--- config.mk ---
export PLATFORM = sky130hd
export DESIGN_NAME = mem_host_port
export DESIGN_NICKNAME = d
export VERILOG_FILES = /design/src/rtl/riscv_pkg.sv /design/src/rtl/mem_host_pack.sv /design/src/rtl/mem_host_port.sv
export SDC_FILE = /design/constraint.sdc
export NUM_CORES = 1
export LEC_CHECK = 0
export BUFFER_PORTS_ARGS = -buffer_cell sky130_fd_sc_hd__buf_2
export CORE_AREA = 2 2 109 133
export DETAILED_ROUTE_END_ITERATION = 10
export DIE_AREA = 0 0 111 135
export HOLD_SLACK_MARGIN = 0.08
export PLACE_DENSITY = 0.89
export SLEW_MARGIN = 20
export SYNTH_ARGS = -nofsm -noshare
export SYNTH_HDL_FRONTEND = slang
export SYNTH_SLANG_ARGS = --single-unit
--- constraint.sdc ---
create_clock -name clk -period 2.3 [get_ports clk]
set_input_delay 0 -clock clk [delete_from_list [all_inputs] [get_ports clk]]
set_output_delay 0 -clock clk [all_outputs]
set_load 0.05 [all_outputs]
--- src/rtl/riscv_pkg.sv ---
// Shared load/store constants and the host-port state encoding.
package riscv_pkg;

    localparam logic [2:0] F3_B = 3'b000;
    localparam logic [2:0] F3_H = 3'b001;
    localparam logic [2:0] F3_W = 3'b010;

    typedef enum logic [2:0] {
        IDLE,
        W_COLLECT,
        W_STORE,
        R_REQ,
        R_WAIT,
        R_SEND,
        DONE
    } state_e;

endpackage

--- src/rtl/mem_host_pack.sv ---
// Four-lane byte pack/unpack register with a lane counter.
// The write path fills lanes on i_push; the read path loads a word and walks lanes on i_pop.
module mem_host_pack (
    input  logic        clk,
    input  logic        rst,
    input  logic        i_clr,
    input  logic        i_load,
    input  logic        i_push,
    input  logic        i_pop,
    input  logic [7:0]  i_byte,
    input  logic [31:0] i_word,
    output logic [31:0] o_word,
    output logic [2:0]  o_cnt,
    output logic [7:0]  o_byte
);

    logic [31:0] word_q, word_d;
    logic [2:0]  cnt_q, cnt_d;

    always_comb begin
        // NOTE: defaults first so every path assigns word_d/cnt_d and no latch is inferred.
        word_d = word_q;
        cnt_d  = cnt_q;
        if (i_clr) begin
            word_d = '0;
            cnt_d  = '0;
        end else if (i_load) begin
            word_d = i_word;
            cnt_d  = '0;
        end else if (i_push) begin
            word_d[{cnt_q[1:0], 3'b000} +: 8] = i_byte;
            cnt_d = cnt_q + 3'd1;
        end else if (i_pop) begin
            cnt_d = cnt_q + 3'd1;
        end
    end

    always_ff @(posedge clk) begin
        // NOTE: state flops use non-blocking assignments; the data word is reset as well
        // so a discarded partial pack can never leak onto the store-data lines.
        if (rst) begin
            word_q <= '0;
            cnt_q  <= '0;
        end else begin
            word_q <= word_d;
            cnt_q  <= cnt_d;
        end
    end

    assign o_word = word_q;
    assign o_cnt  = cnt_q;
    assign o_byte = word_q[{cnt_q[1:0], 3'b000} +: 8];

endmodule

--- src/rtl/mem_host_port.sv ---
// Host-side initiator on the data-memory load/store port: packs host bytes into
// SW/SH/SB stores, or issues LW loads and streams the words out little-endian.
module mem_host_port
    import riscv_pkg::*;
#(
    parameter int LEN_W  = 16,
    parameter int RD_LAT = 1    // load latency, 1 or 2
) (
    input  logic             clk,
    input  logic             rst,
    input  logic             i_start,
    input  logic             i_mode,
    input  logic [31:0]      i_base_addr,
    input  logic [LEN_W-1:0] i_len,
    input  logic             i_in_valid,
    input  logic [7:0]       i_in_data,
    output logic             o_in_ready,
    output logic             o_out_valid,
    output logic [7:0]       o_out_data,
    input  logic             i_out_ready,
    output logic [31:0]      o_mem_addr,
    output logic [31:0]      o_mem_data,
    output logic [2:0]       o_mem_func3,
    output logic             o_mem_w_en,
    input  logic [31:0]      i_mem_data,
    output logic             o_busy,
    output logic             o_done,
    output logic             o_err
);

    state_e           state_q, state_d;
    logic [31:0]      addr_q, addr_d;
    logic [LEN_W-1:0] rem_q, rem_d;
    logic             err_q, err_d;
    logic             sub_q, sub_d;
    logic [1:0]       lat_q, lat_d;

    logic        pk_clr, pk_load, pk_push, pk_pop;
    logic [31:0] pk_word;
    logic [2:0]  pk_cnt;
    logic [7:0]  pk_byte;

    mem_host_pack u_pack (
        .clk    (clk),
        .rst    (rst),
        .i_clr  (pk_clr),
        .i_load (pk_load),
        .i_push (pk_push),
        .i_pop  (pk_pop),
        .i_byte (i_in_data),
        .i_word (i_mem_data),
        .o_word (pk_word),
        .o_cnt  (pk_cnt),
        .o_byte (pk_byte)
    );

    always_comb begin
        state_d = state_q;
        addr_d  = addr_q;
        rem_d   = rem_q;
        err_d   = err_q;
        sub_d   = sub_q;
        lat_d   = lat_q;
        pk_clr  = 1'b0;
        pk_load = 1'b0;
        pk_push = 1'b0;
        pk_pop  = 1'b0;
        case (state_q)
            IDLE: if (i_start) begin
                pk_clr = 1'b1;
                addr_d = i_base_addr;
                rem_d  = i_len;
                sub_d  = 1'b0;
                if (i_base_addr[1:0] != 2'b00) begin
                    err_d   = 1'b1;
                    state_d = DONE;
                end else begin
                    err_d = 1'b0;
                    if (i_len == '0)  state_d = DONE;
                    else if (i_mode)  state_d = R_REQ;
                    else              state_d = W_COLLECT;
                end
            end
            W_COLLECT: if (i_in_valid) begin
                pk_push = 1'b1;
                rem_d   = rem_q - LEN_W'(1);
                if (pk_cnt == 3'd3 || rem_q == LEN_W'(1)) state_d = W_STORE;
            end
            W_STORE: begin
                // a three-byte tail needs a halfword store followed by a byte store
                if (pk_cnt == 3'd3 && !sub_q) begin
                    sub_d = 1'b1;
                end else begin
                    sub_d   = 1'b0;
                    pk_clr  = 1'b1;
                    addr_d  = addr_q + 32'd4;
                    state_d = (rem_q == '0) ? DONE : W_COLLECT;
                end
            end
            R_REQ: begin
                lat_d   = 2'd1;
                state_d = R_WAIT;
            end
            R_WAIT: begin
                if (lat_q == 2'(RD_LAT)) begin
                    pk_load = 1'b1;
                    state_d = R_SEND;
                end else begin
                    lat_d = lat_q + 2'd1;
                end
            end
            R_SEND: if (i_out_ready) begin
                pk_pop = 1'b1;
                rem_d  = rem_q - LEN_W'(1);
                if (pk_cnt == 3'd3 || rem_q == LEN_W'(1)) begin
                    addr_d  = addr_q + 32'd4;
                    state_d = (rem_q == LEN_W'(1)) ? DONE : R_REQ;
                end
            end
            DONE:    state_d = IDLE;
            default: state_d = IDLE;
        endcase
    end

    always_ff @(posedge clk) begin
        if (rst) begin
            state_q <= IDLE;
            addr_q  <= '0;
            rem_q   <= '0;
            err_q   <= 1'b0;
            sub_q   <= 1'b0;
            lat_q   <= '0;
        end else begin
            state_q <= state_d;
            addr_q  <= addr_d;
            rem_q   <= rem_d;
            err_q   <= err_d;
            sub_q   <= sub_d;
            lat_q   <= lat_d;
        end
    end

    always_comb begin
        o_mem_addr  = '0;
        o_mem_data  = '0;
        o_mem_func3 = F3_B;
        o_mem_w_en  = 1'b0;
        case (state_q)
            W_STORE: begin
                o_mem_w_en = 1'b1;
                o_mem_addr = addr_q;
                case (pk_cnt)
                    3'd4: begin
                        o_mem_func3 = F3_W;
                        o_mem_data  = pk_word;
                    end
                    3'd3: begin
                        if (sub_q) begin
                            o_mem_func3 = F3_B;
                            o_mem_addr  = addr_q + 32'd2;
                            o_mem_data  = {24'h0, pk_word[23:16]};
                        end else begin
                            o_mem_func3 = F3_H;
                            o_mem_data  = {16'h0, pk_word[15:0]};
                        end
                    end
                    3'd2: begin
                        o_mem_func3 = F3_H;
                        o_mem_data  = {16'h0, pk_word[15:0]};
                    end
                    default: begin
                        o_mem_func3 = F3_B;
                        o_mem_data  = {24'h0, pk_word[7:0]};
                    end
                endcase
            end
            R_REQ: begin
                o_mem_addr  = addr_q;
                o_mem_func3 = F3_W;
            end
            default: ;
        endcase
    end

    assign o_in_ready  = (state_q == W_COLLECT);
    assign o_out_valid = (state_q == R_SEND);
    assign o_out_data  = (state_q == R_SEND) ? pk_byte : 8'h00;
    assign o_busy      = (state_q != IDLE);
    assign o_done      = (state_q == DONE);
    assign o_err       = err_q;

endmodule
## Word level (Yosys, flattened, before mapping)

Index checks and enable logic that the tools add are counted.
W data, S select, Z words.

- Equality and inequality tests: 19
- Shift operators: 3
- Reductions and logical operators: 22
- Add/sub/neg operators: 6
- Multiplexer cells: 53

Operator list:

| kind | number |
|---|---|
| $mux W32 | 9 |
| $pmux W32 S3 | 2 |
| $mux W16 | 4 |
| $pmux W32 S2 | 1 |
| $pmux W16 S3 | 1 |
| $mux W3 | 13 |
| $add A32 B2 Y32 const B | 1 |
| $add A32 B3 Y32 const B | 1 |
| $bwmux W32 | 1 |
| $logic_not A16 Y1 | 2 |
| $shift A8 B7 Y32 const A | 1 |
| $shiftx A32 B6 Y8 | 1 |
| $shiftx A8 B7 Y32 | 1 |
| $pmux W3 S6 | 1 |
| $eq A16 B1 Y1 const B | 1 |
| $sub A16 B1 Y16 const B | 1 |
| $mux W1 | 13 |
| $eq A3 B2 Y1 const B | 4 |
| $eq A3 B3 Y1 const B | 4 |
| $ne A2 B2 Y1 const B | 5 |
| $reduce_bool A2 Y1 | 5 |
| $reduce_bool A3 Y1 | 3 |
| $mux W8 | 1 |
| $pmux W2 S2 | 2 |
| 19 further kinds | 25 |

- Word-level logic and storage cells: 111
- Output and inout bits: 81
- Input bits: 94
- Bits in registers: 90

## Depth between registers and ports, before layout

Gate-level depths: netlist (run 1).

- Depth after elaboration: 5
- Depth in mapped cells: 10
- Mapped depth without buffers: 7

## Cells and area by module

A second synthesis (run 1) with hierarchy kept.

- Cells, all modules: 890
- Area, all modules: 6,531.3 µm²

Modules (own cells, without submodules):

| module | cells an instance | area each (µm²) | times used |
|---|---|---|---|
| mem_host_port | 689 | 4,662.0 | 1 |
| mem_host_pack | 201 | 1,869.3 | 1 |

## Least setup slack after synthesis (run 1)

OpenSTA, ideal clock, no wires.

- Path kind: register to output
- Start point: register u_pack.cnt_q[0] (netlist: u_pack.o_cnt[0])
- End point: output o_mem_addr[10]
- Cell stages (with the launch flop): 8
- Setup slack: -343 ps
- Arrival time: 2,643 ps
- Data required time: 2,300 ps
- Path through: dfxtp_1 ha_1 ha_1 and3b_1 clkbuf_1 and2_1 a21oi_1 a311oi_1

- Word-level cells in the longest chain between the ends: 3

RTL lines:

| element | line | source |
|---|---|---|
| start, declared | mem_host_pack.sv:18 | `logic [2:0] cnt_q, cnt_d;` |
| start signal, assigned | mem_host_pack.sv:46 | `cnt_q <= cnt_d;` |
| $eq A3 B2 Y1 | mem_host_port.sv:152 | `case (pk_cnt)` |
| $mux W32 | mem_host_port.sv:152 |  |
| $pmux W32 S2 | mem_host_port.sv:148 | `case (state_q)` |
| end, declared | mem_host_port.sv:21 | `output logic [31:0] o_mem_addr,` |

No other way between the ends.

## Worst setup path in the final report (run 1)

- Start point: register u_pack.cnt_q[0] (netlist: u_pack.o_cnt[0])
- End point: output o_mem_data[13]

- Word-level cells in the longest chain between the ends: 3

RTL lines:

| element | line | source |
|---|---|---|
| $eq A3 B2 Y1 / $eq A3 B3 Y1 (equally long branches) | mem_host_port.sv:152 |  |
| $pmux W32 S3 * | mem_host_port.sv:152 |  |
| $mux W32 * | mem_host_port.sv:148 |  |
| end, declared | mem_host_port.sv:22 | `output logic [31:0] o_mem_data,` |

Every way passes the cells marked *; elsewhere a longest branch is shown, timed or not.

==> results of run 1 <==
[how the worst min path moves through the flow]
stage                     slack, ns  cells past startpoint           endpoint
final                          0.09                      4          addr_q[9]
after global routing           0.12                      4          addr_q[9]
after CTS                      0.09                      4           rem_q[3]
after detailed placement       0.27                      3         addr_q[24]
after global placement         0.25                      3  u_pack.o_word[31]
after floorplan                0.14                      2          addr_q[0]
[kinds of logic after synthesis]
| family | Yosys count | synth area share |
|---|---|---|
| simple gates | 408 | 0.319 |
| other cells | 1 | 0.000569 |
| compound gates | 257 | 0.255 |
| buf+inv | 98 | 0.0602 |
| fa+ha+maj | 13 | 0.0247 |
| mux | 13 | 0.0349 |
| flops | 90 | 0.273 |
| xor+xnor | 24 | 0.0319 |
[routing by layer]
layer / up-vias / track usage / part of all wire
met5: - / 0 / 0
met4: 0 / 0.220 / 0.088
met3: 270 / 0.0826 / 0.12
met2: 900 / 0.629 / 0.47
met1: 4195 / 0.421 / 0.32
li1: 3907 / - / -
[state kept, by name (all words and copies together) (netlist names)]
name	flops
addr_q	32
u_pack.o_word	32
rem_q	16
state_q	3
u_pack.o_cnt	3
lat_q	2
o_err	1
sub_q	1
[area by class of cell]
cell class              count  share of cell area
diodes                      2            0.000512
clock buffers               9              0.0230
clock inverters             7             0.00717
inverters                  21             0.00819
multi-input cells         716               0.490
flip-flops and latches     90               0.186
well taps                 171              0.0219
repair buffers            346               0.263
[Yosys cell counts, types with 19 or more instances]
| master | number |
|---|---|
| nor3_1 | 50 |
| nand3_1 | 28 |
| a22oi_1 | 26 |
| o21ai_0 | 46 |
| clkbuf_1 | 59 |
| a211oi_1 | 20 |
| dfxtp_1 | 90 |
| a21oi_1 | 73 |
| nand4_1 | 20 |
| nand2_1 | 66 |
| inv_1 | 19 |
| nor2_1 | 108 |
| and2_1 | 38 |
| nor4_1 | 24 |
[through the flow]
stage	instances	utilization
floorplan	904	-
global placement	1253	0.601
detailed placement	1253	0.601
CTS	1350	0.690
global route	1362	0.720
finish	1362	0.720
[critical path, cell delays in order (launching register included)]
cell     delay [ns]
dfxtp_2        0.37
ha_4           0.16
ha_4           0.13
buf_4          0.10
buf_4          0.16
nor2b_2        0.25
a21oi_2        0.07
a21oi_2        0.13
buf_4          0.17
and2_1         0.21
buf_2          0.29
[timing repair]
action | CTS | global route
gates resized for setup | 39 | 97
pin swaps | 7 | 18
endpoints found under the setup margin | 62 | 138
endpoints found under the hold margin | 71 | 0
buffers inserted | 3 | 8
hold buffers | 78 | 0
cloned | 0 | 2
[power breakdown]
part	switching, W	leakage, nW	internal, W
clock network	0.000778	0.144	0.000770
logic	0.00318	2.97	0.00197
registers	0.000419	0.737	0.00187
==> reports/qor.csv, run 1 <==
metric,value,unit
Fill cells,913,
final RePlAce weighted congestion,1.01,
peak supply drop,0.832,mV
Die Height,135,um
GRT Total Usage,0.367,
core footprint,13600,um^2
ys async rst share,0,
Critical Path RT,2.30,ns
total design power,0.00899,W
Placed Area,8170,um^2
setup violators final,16,
Final Net Count,1291,
largest cells by area after synthesis,"dfxtp_1, nor2_1, a21oi_1",
die area,15000,um^2
main flop type after synthesis,dfxtp_1,
Achievable Freq,416,MHz
row count,47,
"most common cell after layout, fill and taps aside",buf_2,
Slew Limit Headroom,0.566,
setup skew after layout,0.0110,ns
Synth Cell Area,6590,um^2
Worst-Margin Slew,0.647,ns
failing checks,setup timing,
R2R depth,9,
Final period util,1.05,
CTS Sinks,90,
largest net degree at the start of global routing,62,
most frequent cells in the layout,"buf_2, buf_4, nor2_1",
maxcap violations,0,
leakage,3.85,nW
"Avg Cell Area, Syn",7.29,um^2
type of origin of the critical path,flip-flop,
Crit Reg-Reg Endpoint,u_pack.o_word[14],
Finished Cell Area,9780,um^2
Vias/cell,6.81,
DR iter-0 viols,1526,
Layout area overhead,48.4,%
Pins Over Slew Limit,0,
Synth Instances,904,
initial antenna violation count,2,
setup tns final,-0.526,ns
Multi-input gate area,4790,um^2
reg-to-reg startpoint,u_pack.o_cnt[1],
Crit. End Element,output port,
cell taking the most area after synthesis,dfxtp_1,
Ports,175,
number of synthesized flops with an enable pin,0,
Mapped Nets,1011,
CTS Root Cell,clkbuf_16,
YS warnings,0,
post-route ant nets,0,
arrival time at the worst endpoint,2.41,ns
dpl hpwl,17200,um
R2R Setup Slk,-0.09,ns
clk_lat worst skew,0.36,ns
Pwr per Cell Area,920,nW/um^2
Synth cell types,65,
sequential area share after synthesis,0.273,
initial core utilization,0.485,
Final Routed Wirelength,31200,um
Synth top area share,0.273,
wire per inst,22.9,um
Reg area,1820,um^2
TritonCTS clock tree,done,
setup slack after layout,-0.107,ns
"Hold Violations, Final",0,
Num CTS Buffers,9,
Tmin final,2.41,ns
Clock transition at path regs,0.08,ns
Hold Crit Start,i_base_addr[9],
vias in the first global route,8380,
critical path startpoint,u_pack.o_cnt[0],
WS Path Type,reg2out,
Overflow after GRT,0,
"flops & latches, synth",90,
share of layout cells above drive strength 1,0.334,
RSZ-0062 raised after global routing,true,
htree depth,3,
CTS max path bufs,2,
Die Wd,111,um
detailed-route via count,9272,
worst hold slack,0.0937,ns
CP Capture Point,o_mem_data[13],
dpl ws,-0.0185,ns
drt pass-1 iters,7,
first-pass GRT wire length,44300,um
status,"finished, violations left",
worst-path maximum fanout,8,
Worst Hold Class,in2reg,
Port-buffer cells,173,
drt drc,0,
Note: power is estimated with default switching activity, not from simulation.
==> run 2, diff against run 1 <==
CORE_AREA = 3 3 110 134   (was 2 2 109 133)
DIE_AREA = 0 0 113 137   (was 0 0 111 135)
MAX_ROUTING_LAYER = met4   (was not set)
REMOVE_ABC_BUFFERS = 1   (was not set)
==> reports/qor.csv, run 2 (synthesized netlist as in run 1, its figures left out) <==
metric,value,unit,change
Critical Path RT,2.30,ns,about the same
Tmin final,2.35,ns,was 2.41 ns
Achievable Freq,426,MHz,was 416 MHz
setup skew after layout,0.0117,ns,was 0.0110 ns
metal2 WL,13700,um,"was 14,700 um"
Pins Over Slew Limit,0,,unchanged
failing checks,setup timing,,unchanged
WS Path Type,reg2out,,unchanged
drt pass-1 iters,9,,was 7
Num CTS Buffers,9,,unchanged
CTS Sinks,90,,unchanged
largest net degree at the start of global routing,62,,unchanged
Final period util,1.02,,was 1.05
initial antenna violation count,0,,was 2
share of layout cells above drive strength 1,0.311,,was 0.334
CTS max path bufs,2,,unchanged
drt drc,0,,unchanged
detailed-route via count,9128,,"was 9,272"
TritonCTS clock tree,done,,unchanged
Overflow after GRT,0,,unchanged
RSZ-0062 raised after global routing,true,,unchanged
Layout area overhead,49.0,%,was 48.4%
dpl hpwl,16600,um,"was 17,200 um"
worst-path maximum fanout,11,,was 8
clk_lat worst skew,0.35,ns,was 0.36 ns
Worst Hold Class,in2reg,,unchanged
GRT Total Usage,0.335,,was 0.367
"Hold Violations, Final",0,,unchanged
vias in the first global route,8512,,"was 8,380"
final RePlAce weighted congestion,0.974,,was 1.01
M1 WL,9720,um,"was 10,000 um"
Slew Limit Headroom,0.374,,was 0.566
worst hold slack,0.0848,ns,was 0.0937 ns
Clock transition at path regs,0.07,ns,was 0.08 ns
core footprint,13600,um^2,about the same
htree depth,3,,unchanged
Vias/cell,6.68,,was 6.81
Die Height,137,um,was 135 um
"most common cell after layout, fill and taps aside",buf_2,,unchanged
type of origin of the critical path,flip-flop,,unchanged
arrival time at the worst endpoint,2.35,ns,was 2.41 ns
Crit. End Element,output port,,unchanged
Final Util,0.719,,was 0.720
row count,47,,unchanged
leakage,3.93,nW,was 3.85 nW
CTS Root Cell,clkbuf_16,,unchanged
n_diodes,0,,was 2
maxcap violations,0,,unchanged
status,"finished, violations left",,unchanged
most frequent cells in the layout,"buf_2, nor2_1, buf_4",,"was buf_2, buf_4, nor2_1"
Port-buffer cells,173,,unchanged
Die Wd,113,um,was 111 um
setup slack after layout,-0.0481,ns,was -0.107 ns
Worst-Margin Slew,0.933,ns,was 0.647 ns
Final Net Count,1297,,"was 1,291"
Ports,175,,unchanged
initial core utilization,0.483,,was 0.485
DR WL met3,2930,um,was 3750 um
first-pass GRT wire length,41200,um,"was 44,300 um"
die area,15500,um^2,"was 15,000 um^2"
peak supply drop,0.533,mV,was 0.832 mV
Pwr per Cell Area,895,nW/um^2,was 920 nW/um^2
post-route ant nets,0,,unchanged
Top Metal Used,met4,,unchanged
Final Routed Wirelength,28400,um,"was 31,200 um"
DR iter-0 viols,1351,,"was 1,526"
setup violators final,2,,was 16
wire per inst,20.8,um,was 22.9 um
run 2: through the flow:
step / area (um^2) / setup TNS (ns) / total power, W / cells / worst slack (ns)
after floorplan: 6270 / -156.83 / 0.00488 / 827 / -2.79
after global placement: 8090 / 0 / 0.00645 / 1252 / 0.0723
after detailed placement: 8090 / -0.108 / 0.00657 / 1252 / -0.0430
after CTS: 9290 / 0 / 0.00823 / 1349 / 0.00165
after global routing: 9810 / -1.13 / 0.00923 / 1366 / -0.108
final: 9810 / -0.0922 / 0.00878 / 1366 / -0.0481
run 2: where the power goes:
| group | total, W | switching (W) | leakage, nW | internal, W |
|---|---|---|---|---|
| Sequential | 0.00224 | 0.000361 | 0.737 | 0.00187 |
| Combinational | 0.00504 | 0.00304 | 3.05 | 0.00200 |
| Clock | 0.00151 | 0.000715 | 0.144 | 0.000791 |
| Total | 0.00878 | 0.00411 | 3.93 | 0.00467 |
run 2: worst max-delay path: stages, from the launching register on:
cell and delay [ns]:
dfxtp_2 0.37, ha_4 0.15, ha_4 0.13, nand4b_1 0.15, nor3_2 0.28, buf_6 0.20, nand4_1 0.12, xnor2_1 0.17
nor2_1 0.22, buf_6 0.20
run 2: layout make-up:
cell class / instances / area (um^2)
Clock buffer: 10 / 239
Clock inverter: 6 / 56.3
Fill cell: 922 / 3830
Inverter: 21 / 82.6
Multi-Input combinational cell: 717 / 4730
Sequential cell: 90 / 1820
Tap cell: 171 / 214
Timing Repair Buffer: 351 / 2670
run 2: worst paths after layout:
| kind | start | cells after the start | slack [ns] | to |
|---|---|---|---|---|
| setup reg to reg | u_pack.o_cnt[0] | 7 | 0.03 | u_pack.o_word[26] |
| hold / removal | rst | 2 | 0.08 | rem_q[1] |
| hold reg to reg | rem_q[5] | 2 | 0.49 | rem_q[5] |
| setup / recovery | u_pack.o_cnt[0] | 9 | -0.05 | o_mem_addr[27] |
run 2: repair_timing:
action / 4_1_cts / 5_1_grt
hold buffers: 81 / 0
endpoints found under the hold margin: 72 / 0
gates resized for setup: 26 / 108
pin swaps: 4 / 27
endpoints found under the setup margin: 59 / 104
cloned: 0 / 3
buffers inserted: 0 / 14
run 2: metal layers:
| metal | GRT usage | vias up |
|---|---|---|
| li1 | - | 3922 |
| met1 | 0.375 | 4135 |
| met2 | 0.550 | 834 |
| met3 | 0.0597 | 237 |
| met4 | 0.218 | 0 |
| met5 | - | - |
==> run 3, diff against run 2 <==
BUFFER_PORTS_ARGS = -buffer_cell sky130_fd_sc_hd__clkbuf_2   (was -buffer_cell sky130_fd_sc_hd__buf_2)
CORE_AREA = 3 3 126 115   (was 3 3 110 134)
CTS_BUF_LIST = sky130_fd_sc_hd__clkbuf_4   (was not set)
DIE_AREA = 0 0 129 118   (was 0 0 113 137)
PLACE_DENSITY = 0.9   (was 0.89)
==> reports/qor.csv, run 3 (synthesized netlist as in run 1, its figures left out) <==
metric,value,unit,change
status,"finished, violations left",,unchanged
failing checks,setup timing,,unchanged
share of layout cells above drive strength 1,0.328,,was 0.311
first-pass GRT wire length,46400,um,"was 41,200 um"
Slew Limit Headroom,0.494,,was 0.374
Worst-Margin Slew,0.755,ns,was 0.933 ns
peak supply drop,0.483,mV,was 0.533 mV
CTS Root Cell,clkbuf_4,,was clkbuf_16
worst-path maximum fanout,11,,unchanged
post-route ant nets,0,,unchanged
vias in the first global route,8964,,"was 8,512"
hold depth,6,,was 2
CP max-delay cell,dfxtp_2,,unchanged
detailed-route via count,9508,,"was 9,128"
Final period util,1.12,,was 1.02
Crit Reg-Reg Endpoint,u_pack.o_word[1],,was u_pack.o_word[26]
R2R Setup Slk,-0.02,ns,was 0.03 ns
Pwr per Cell Area,822,nW/um^2,was 895 nW/um^2
Die Wd,129,um,was 113 um
Num CTS Buffers,9,,unchanged
"delay-heaviest family, CP",simple AND/OR/NAND/NOR gates,,unchanged
final RePlAce weighted congestion,1.00,,was 0.974
"Critical Path, Cell by Cell","ha_4, ha_4, nand4b_1, nor3_4, buf_6, nand3_1, xor2_1, nor2_1, clkbuf_8",,"was ha_4, ha_4, nand4b_1, nor3_2, buf_6, nand4_1, xnor2_1, nor2_1, buf_6"
Pins Over Slew Limit,0,,unchanged
CTS max path bufs,2,,unchanged
Fill cells,732,,was 922
setup violators final,29,,was 2
Tmin final,2.57,ns,was 2.35 ns
largest net degree at the start of global routing,40,,was 62
drt pass-1 iters,6,,was 9
Ports,175,,unchanged
dpl hpwl,17500,um,"was 16,600 um"
cell mode on critical path,ha_4,,
Achievable Freq,389,MHz,was 426 MHz
htree depth,3,,unchanged
Die Height,118,um,was 137 um
Crit. End Element,output port,,unchanged
Final Net Count,1319,,"was 1,297"
core footprint,13300,um^2,"was 13,600 um^2"
TritonCTS clock tree,done,,unchanged
most frequent cells in the layout,"clkbuf_2, buf_4, nor2_1",,"was buf_2, nor2_1, buf_4"
type of origin of the critical path,flip-flop,,unchanged
initial core utilization,0.495,,was 0.483
total design power,0.00865,W,was 0.00878 W
maxcap violations,0,,unchanged
Critical Path RT,2.30,ns,about the same
R2R depth,7,,unchanged
initial antenna violation count,2,,was 0
die area,15200,um^2,"was 15,500 um^2"
GRT Total Usage,0.387,,was 0.335
Port-buffer cells,173,,unchanged
setup skew after layout,0.0325,ns,was 0.0117 ns
reg-to-reg startpoint,lat_q[0],,was u_pack.o_cnt[0]
"Hold Violations, Final",0,,unchanged
"slowest stage delay, CP",0.39,ns,was 0.37 ns
wire per inst,23.0,um,was 20.8 um
Hold Crit Start,i_out_ready,,was rst
drt drc,0,,unchanged
Layout area overhead,59.7,%,was 49.0%
WP buf/inv,2,,unchanged
leakage,4.08,nW,was 3.93 nW
met3 Usage GRT,0.0939,,was 0.0597
arrival time at the worst endpoint,2.57,ns,was 2.35 ns
WHS Endpoint,addr_q[2],,was rem_q[1]
worst hold slack,0.174,ns,was 0.0848 ns
Final Routed Wirelength,31800,um,"was 28,400 um"
"most common cell after layout, fill and taps aside",clkbuf_2,,was buf_2
clk_lat worst skew,0.51,ns,was 0.35 ns
RSZ-0062 raised after global routing,true,,unchanged
Overflow after GRT,0,,unchanged
DR iter-0 viols,1614,,"was 1,351"
Vias/cell,6.86,,was 6.68
Worst Hold Class,in2reg,,unchanged
setup slack after layout,-0.274,ns,was -0.0481 ns
grt met1 use,0.439,,was 0.375
global route hottest layer,met2,,unchanged
CTS Sinks,90,,unchanged
WS Path Type,reg2out,,unchanged
row count,40,,was 47
Clock transition at path regs,0.16,ns,was 0.07 ns
met2 GRT Util,0.624,,was 0.550
## run 3: timing repair
action,4_1_cts,5_1_grt
setup buffers,8,14
hold buffers,93,0
gates resized for setup,80,109
endpoints found under the hold margin,85,0
setup endpoints to repair,72,80
pin swaps,27,11
## run 3: cell type report
type | count | area (um^2) | share of cell area
Antenna cell | 2 | 5.00 | 0.000476
Multi-Input combinational cell | 716 | 4810 | 0.458
Clock buffer | 9 | 67.6 | 0.00642
Timing Repair Buffer | 374 | 3390 | 0.322
Inverter | 21 | 78.8 | 0.00749
Sequential cell | 90 | 1840 | 0.174
Tap cell | 168 | 210 | 0.0200
Clock inverter | 7 | 116 | 0.0111
## run 3: tightest hold or removal path: cells and delay by family
family | cells | cell delay (ns)
compound gates | 3 | 0.34
buf+inv | 2 | 0.19
simple gates | 1 | 0.11
## run 3: layer usage
metal / part of all wire / wire [um] / vias up
li1: - / - / 3955
met4: 0.083 / 2660 / 0
met3: 0.13 / 4020 / 311
met1: 0.32 / 10300 / 4256
met2: 0.47 / 14900 / 986
met5: 0 / 0 / -
## run 3: worst max path at each step
stage / from / endpoint / slack [ns] / cells after the start
finish: u_pack.o_cnt[1] / o_mem_addr[25] / -0.27 / 9
global route: addr_q[2] / o_mem_addr[30] / -0.34 / 9
CTS: addr_q[3] / o_mem_addr[30] / -0.12 / 9
detailed placement: rem_q[1] / state_q[2] / -0.007 / 8
global placement: rem_q[1] / state_q[0] / 0.1 / 7
floorplan: lat_q[0] / u_pack.o_word[0] / -2.79 / 6
## run 3: through the flow
step	setup TNS (ns)	worst slack (ns)	instances	instance area, um^2	util
after global routing	-6.11	-0.343	1387	10500	0.790
after detailed placement	-0.00708	-0.00708	1255	8670	0.651
after CTS	-0.812	-0.119	1372	10100	0.761
final	-4.50	-0.274	1387	10500	0.790
after floorplan	-156.83	-2.79	827	6270	-
after global placement	0	0.0995	1255	8670	0.651
## run 3: power breakdown
| part | switching, W | internal (W) | total [W] |
|---|---|---|---|
| clock network | 0.000632 | 0.000551 | 0.00118 |
| logic | 0.00320 | 0.00197 | 0.00517 |
| registers | 0.000404 | 0.00188 | 0.00229 |
| total | 0.00424 | 0.00441 | 0.00865 |
